### config.mk
export PLATFORM = sky130hd
export DESIGN_NAME = ascon_block_seq
export DESIGN_NICKNAME = d
export VERILOG_FILES = /design/src/rtl/ascon_pkg.sv /design/src/rtl/ascon_block_seq_wait_timer.sv /design/src/rtl/ascon_block_seq.sv
export SDC_FILE = /design/constraint.sdc
export NUM_CORES = 1
export LEC_CHECK = 0
export CORE_UTILIZATION = 40
export DETAILED_ROUTE_END_ITERATION = 12
export HOLD_SLACK_MARGIN = 0.06
export PLACE_DENSITY = 0.7
export SLEW_MARGIN = 20
export SYNTH_ARGS = -nofsm -noshare
export SYNTH_HDL_FRONTEND = slang
export SYNTH_SLANG_ARGS = --single-unit
export TNS_END_PERCENT = 1
### constraint.sdc
create_clock -name clk -period 4.4 [get_ports clk]
set_clock_uncertainty 0.1 [all_clocks]
set_input_delay 1.32 -clock clk [delete_from_list [all_inputs] [get_ports clk]]
set_output_delay 1.32 -clock clk [all_outputs]
set_load 0.1 [all_outputs]
### src/rtl/ascon_pkg.sv
// Shared types and constants for the ASCON message-block sequencer.
package ascon_pkg;

  localparam int BLK_BYTES = 8;
  localparam int BLK_IDX_W = 4;
  localparam int DATALEN_W = 7;

  typedef enum logic [2:0] {
    ST_IDLE    = 3'd0,
    ST_LOAD    = 3'd1,
    ST_ISSUE   = 3'd2,
    ST_WAIT_CT = 3'd3,
    ST_WRITE   = 3'd4,
    ST_DONE    = 3'd5
  } seq_state_t;

  // Byte count of a final block given the low bits of the message length.
  function automatic logic [3:0] tail_size(input logic [2:0] len_lo);
    return (len_lo != 3'd0) ? {1'b0, len_lo} : 4'(BLK_BYTES);
  endfunction

endpackage

### src/rtl/ascon_block_seq_wait_timer.sv
// Saturating wait counter; expired once it has counted LIMIT enabled cycles since clear.
module wait_timer #(
  parameter int LIMIT = 255
) (
  input  logic clk,
  input  logic nRST,
  input  logic clr,
  input  logic en,
  output logic expired
);

  localparam int W = $clog2(LIMIT + 1);

  logic [W-1:0] count_r;

  // Counter: clear has priority, then count up and hold at the limit.
  always_ff @(posedge clk or negedge nRST) begin
    if (!nRST) begin
      count_r <= '0;
    end else if (clr) begin
      count_r <= '0;
    end else if (en && (count_r != W'(LIMIT))) begin
      count_r <= count_r + W'(1);
    end else begin
      count_r <= count_r;
    end
  end

  assign expired = (count_r == W'(LIMIT));

endmodule

### src/rtl/ascon_block_seq.sv
// Walks the message memory one 64-bit block at a time, handing each block to the
// ASCON core and strobing the ciphertext write-back.
module ascon_block_seq
  import ascon_pkg::*;
#(
  parameter int TIMEOUT_CYCLES = 255
) (
  input  logic                 clk,
  input  logic                 nRST,
  input  logic                 start,
  input  logic                 abort,
  input  logic [DATALEN_W-1:0] datalen,
  input  logic                 core_ready,
  input  logic                 core_ct_valid,
  output logic                 busy,
  output logic [BLK_IDX_W-1:0] blk_idx,
  output logic [3:0]           blocksize,
  output logic                 last_block,
  output logic                 pt_valid,
  output logic                 ct_we,
  output logic                 done,
  output logic                 err
);

  seq_state_t           state_r;
  seq_state_t           norm_s;
  seq_state_t           next_s;
  logic [4:0]           nblk_r;
  logic [2:0]           tail_r;
  logic [BLK_IDX_W-1:0] blk_idx_r;
  logic [3:0]           blocksize_r;
  logic                 last_r;
  logic                 err_r;
  logic [4:0]           start_nblk_s;
  logic                 waiting_s;
  logic                 expired_s;
  logic                 timeout_s;
  logic                 abort_s;
  logic                 timer_clr_s;
  logic                 accept_s;
  logic                 advance_s;

  assign start_nblk_s = {1'b0, datalen[6:3]} + {4'd0, (datalen[2:0] != 3'd0)};
  assign waiting_s    = (state_r == ST_ISSUE) || (state_r == ST_WAIT_CT);
  assign timeout_s    = waiting_s && expired_s;
  assign abort_s      = abort && (state_r != ST_IDLE);
  assign accept_s     = (state_r == ST_IDLE) && start && (start_nblk_s != 5'd0);
  assign advance_s    = (state_r == ST_WRITE) && (next_s == ST_LOAD);

  // Next-state logic: abort beats timeout beats the normal walk.
  always_comb begin
    norm_s      = state_r;
    next_s      = state_r;
    timer_clr_s = 1'b0;
    case (state_r)
      ST_IDLE: begin
        if (start) begin
          norm_s = (start_nblk_s != 5'd0) ? ST_LOAD : ST_DONE;
        end else begin
          norm_s = ST_IDLE;
        end
      end
      ST_LOAD:    norm_s = ST_ISSUE;
      ST_ISSUE:   norm_s = core_ready ? ST_WAIT_CT : ST_ISSUE;
      ST_WAIT_CT: norm_s = core_ct_valid ? ST_WRITE : ST_WAIT_CT;
      ST_WRITE:   norm_s = last_r ? ST_DONE : ST_LOAD;
      ST_DONE:    norm_s = ST_IDLE;
      default:    norm_s = ST_IDLE;
    endcase
    if (abort_s) begin
      next_s = ST_IDLE;
    end else if (timeout_s) begin
      next_s = ST_IDLE;
    end else begin
      next_s = norm_s;
    end
    timer_clr_s = ((next_s == ST_ISSUE) && (state_r != ST_ISSUE)) ||
                  ((next_s == ST_WAIT_CT) && (state_r != ST_WAIT_CT));
  end

  // State register and the one-cycle timeout error flag.
  always_ff @(posedge clk or negedge nRST) begin
    if (!nRST) begin
      state_r <= ST_IDLE;
      err_r   <= 1'b0;
    end else begin
      state_r <= next_s;
      err_r   <= timeout_s && !abort_s;
    end
  end

  // Block bookkeeping: latched on start, stepped as each block is written back.
  always_ff @(posedge clk or negedge nRST) begin
    if (!nRST) begin
      nblk_r      <= 5'd0;
      tail_r      <= 3'd0;
      blk_idx_r   <= '0;
      blocksize_r <= 4'd0;
      last_r      <= 1'b0;
    end else if (accept_s) begin
      nblk_r      <= start_nblk_s;
      tail_r      <= datalen[2:0];
      blk_idx_r   <= '0;
      last_r      <= (start_nblk_s == 5'd1);
      blocksize_r <= (start_nblk_s == 5'd1) ? tail_size(datalen[2:0]) : 4'(BLK_BYTES);
    end else if (advance_s) begin
      blk_idx_r   <= blk_idx_r + 4'd1;
      last_r      <= (({1'b0, blk_idx_r} + 5'd2) == nblk_r);
      blocksize_r <= (({1'b0, blk_idx_r} + 5'd2) == nblk_r) ? tail_size(tail_r) : 4'(BLK_BYTES);
    end else begin
      blk_idx_r   <= blk_idx_r;
      last_r      <= last_r;
      blocksize_r <= blocksize_r;
    end
  end

  wait_timer #(
    .LIMIT(TIMEOUT_CYCLES)
  ) u_wait_timer (
    .clk    (clk),
    .nRST   (nRST),
    .clr    (timer_clr_s),
    .en     (waiting_s),
    .expired(expired_s)
  );

  assign busy       = (state_r != ST_IDLE);
  assign pt_valid   = (state_r == ST_ISSUE);
  assign ct_we      = (state_r == ST_WRITE);
  assign done       = (state_r == ST_DONE);
  assign err        = err_r;
  assign blk_idx    = blk_idx_r;
  assign blocksize  = blocksize_r;
  assign last_block = last_r;

endmodule
==> impl_results.md, run 1 <==
* Status: finished clean
* Initial DRC Count at 94
* Clock power share at 18.5%
* Pint at 0.624 mW
* Post-CTS Hold Buffers at 0
* Crit path cell chain: clkdlybuf4s50_1 -> or3_1 -> ha_1 -> ha_1 -> o41ai_4 -> buf_4 -> mux2_2
* Routability-driven placement congestion ratio at about 0.79
* Clock Latency Late Sink at ~280 ps
* Multi-input logic area at around 880 µm²
* CP max-delay cell: o41ai_4
* Largest net degree at the start of global routing at 30
* Register area share after synthesis at between 40% and 50%
* # resized after CTS at 0
* Flop pwr share at 36.2%
* Final number of setup-violating endpoints at 0
* Min Clock Period, post-route at 3960 ps
* Via-to-Cell Ratio at 5.28
* Port bufs at 26
* Pwr/cell area at 556 nW/µm²
* P&R area growth vs syn at 22.1%
* CTS sink count at 29
* CP peak stage delay at 670 ps
* RSZ-0062 raised after global routing: false
* Final std cells w/o fill at 246
* Fillers at 381
* FF/Latch Area at 726 µm²
* Detailed Routing Iterations Pass 1 at 4
* Vias in the first global route at 1,204
* Post-Synthesis Cells at 165
* Post-Layout Inst Area at 2040 µm²
* CP dominant cell by count: ha_1
* Psw at between 0.5 and 0.6 mW
* Leak pwr at 0.907 nW
* Crit Path Class: input port to register
* Hpwl dp at roughly 2500 µm
* Fin. max-slew vios at 0
* Period utilisation layout at 90.1%
* Global-route wire length before repair at 5430 µm
* Setup TNS at 0 ps
* Initial antenna violation count at 0
* Die X at ~67 µm
* Antenna diodes at 0
* DP Area at 1960 µm²
* Grt total ovfl at 0
* Max cap viols at 0
* Core ar. at 4000 µm²
* Post-CTS setup buffer count at 0
* Worst path arrival time at 4030 ps
* Synthesized area at approximately 1700 µm²
* H-tree depth at 2
* Synth cell types at slightly above 40
* # DRC at 0
* Starting Density at about two fifths
* Worst slew margin at 35.1%
* Top Family by Delay on Critical Path: buffers and inverters
* Placed Cells at 238
* Final hold vios at 0
* Share of layout cells above drive strength 1 at 12.8%
* Startpoint Class: input port
* Post-route antenna net violation count at 0
* Row Count at 23
* CTS clk-pin slew, worst paths at 60 ps
* Flops & latches, synth at 29
* Total Wirelength at 3420 µm
* Clock tree buffer depth at 2
* Total Power at 1.13 mW
* Worst-margin pin slew at 971 ps
* Logic pwr share at 45.3%
* Min-delay worst type: register to register
* Critical path buffer and inverter count at 2
* Gr usage total at 17.0%
* CTS tree: yes
* Die Area at around 4400 µm²
* Clk root buf: clkbuf_8
* Nets@finish at 213
* Max Fclk at 252 MHz
* Wire per inst at 13.9 µm
* Top Ports at 27
* Sw Share at between 40 and 50%
* Cts bufs inserted at 5
* Synthesized area per cell at between 10 and 15 µm²
* CP endpoint kind: register
* Worst Path Max Fanout at 9
* Synth warn at 0
* Die Ht at 66.6 µm
* Mapped Nets at between 150 and 200
* Max IR drop VDD at 354 µV
* DR vias at 1,299
* Worst EP required at 4470 ps
==> power groups by stage <==
stage               sequential (mW)  combinational [mW]  clock (mW)
floorplan                     0.472               0.343           0
global placement              0.411               0.506           0
detailed placement            0.414               0.514           0
CTS                           0.409               0.517       0.218
global route                  0.422               0.552       0.224
finish                        0.410               0.514       0.210
==> path summary, 6_finish.rpt <==
check / start / endpoint / slack (ps) / cells past startpoint
max in group asynchronous: nRST / blocksize[3] / 2600 / 2
worst min register to register: tail_r[0] / tail_r[0] / 410 / 2
worst min-delay path: tail_r[0] / tail_r[0] / 410 / 2
min in group asynchronous: nRST / blk_idx[3] / 1320 / 2
worst max-delay path: datalen[2] / nblk_r[0] / 440 / 7
worst max register to register: blk_idx[1] / blocksize[3] / 2140 / 6
==> Yosys cell counts (all sizes together) <==
master | n | area share, %
dfrtp | 29 | 43
nand2 | 23 | 5.6
nor2 | 17 | 3.8
nand3 | 10 | 3.0
xor2 | 9 | 4.7
a21oi | 7 | 2.3
buf | 6 | 3.0
o21ai | 6 | 1.8
ha | 5 | 3.7
mux2 | 5 | 4.3
nand4 | 5 | 1.9
nor3 | 5 | 2.2
xnor2 | 5 | 2.6
a32o | 3 | 1.8
and2 | 3 | 1.2
nor2b | 3 | 1.1
or3 | 3 | 1.1
a31oi | 2 | 0.75
and4 | 2 | 1.0
inv | 2 | 0.45
mux2i | 2 | 1.2
a2111oi | 1 | 0.52
a21boi | 1 | 0.45
a22o | 1 | 0.52
a32oi | 1 | 0.52
a41oi | 1 | 0.97
and2b | 1 | 0.45
clkbuf | 1 | 0.22
nand2b | 1 | 0.38
o41a | 1 | 0.67
o41ai | 1 | 1.6
or3b | 1 | 0.52
or4b | 1 | 0.60
xnor3 | 1 | 1.3
==> layout by cell type, fill, tap and decap left out, drive strengths merged, types with 5 or more instances in the layout <==
cell,instances
dfrtp,29
nand2,23
clkdlybuf4s50,22
nor2,17
nand3,10
xor2,9
buf,8
clkbuf,8
a21oi,7
o21ai,6
nand4,5
xnor2,5
ha,5
nor3,5
mux2,5
==> final cells by class <==
type                            count  share of cell area, %
Clock buffer                        8                   3.93
Inverter                            2                  0.368
Multi-Input combinational cell    127                   43.3
Sequential cell                    29                   35.6
Tap cell                           50                   3.07
Timing Repair Buffer               30                   13.8
==> sequential cells by signal, indices dropped and copies added (netlist names) <==
register / cells
state_r: 3
nblk_r: 5
blk_idx: 4
last_block: 1
blocksize: 4
tail_r: 3
u_wait_timer.count_r: 8
err: 1
==> cell families (layout without fill, tap and decap cells) <==
logic type	Yosys count	count (layout)	synth area share [%]
and+or+nand+nor	75	75	22.9
DFF	29	29	43.5
AOI/OAI and AO/OA	25	25	12.0
xor gates and xnor gates	15	15	8.70
buffers and inverters	9	40	3.67
muxes	7	7	5.47
adders and majority gates	5	5	3.75
==> layer usage <==
| metal | vias up | GRT usage (%) | part of all wire, % |
|---|---|---|---|
| met1 | 621 | 20.7 | 47 |
| met4 | 0 | 8.78 | 2.2 |
| met2 | 30 | 26.8 | 47 |
| met5 | - | 0 | 0 |
| li1 | 642 | - | - |
| met3 | 6 | 4.97 | 4.1 |
==> per-stage QoR <==
stage / setup WS [ps] / utilization [%] / hold slack [ps]
after floorplan: 960 / - / 360
after global placement: 242 / 49.0 / 385
after detailed placement: 151 / 49.0 / 392
after CTS: 431 / 51.0 / 411
after global routing: 281 / 51.0 / 435
final: 436 / 51.0 / 412
==> worst register-to-register path: stages (launching register included) <==
cell and delay, ps:
dfrtp_1 450, ha_1 280, xnor3_1 380, nand4_1 90, nor2_1 370, a32oi_1 180, mux2_4 290
Note: power is estimated with default switching activity, not from simulation.
==> run 2, diff against run 1 <==
- SLEW_MARGIN: 20 -> 30
==> results of run 2 <==
The final DEF is identical to that of run 1; final timing and power are the same.
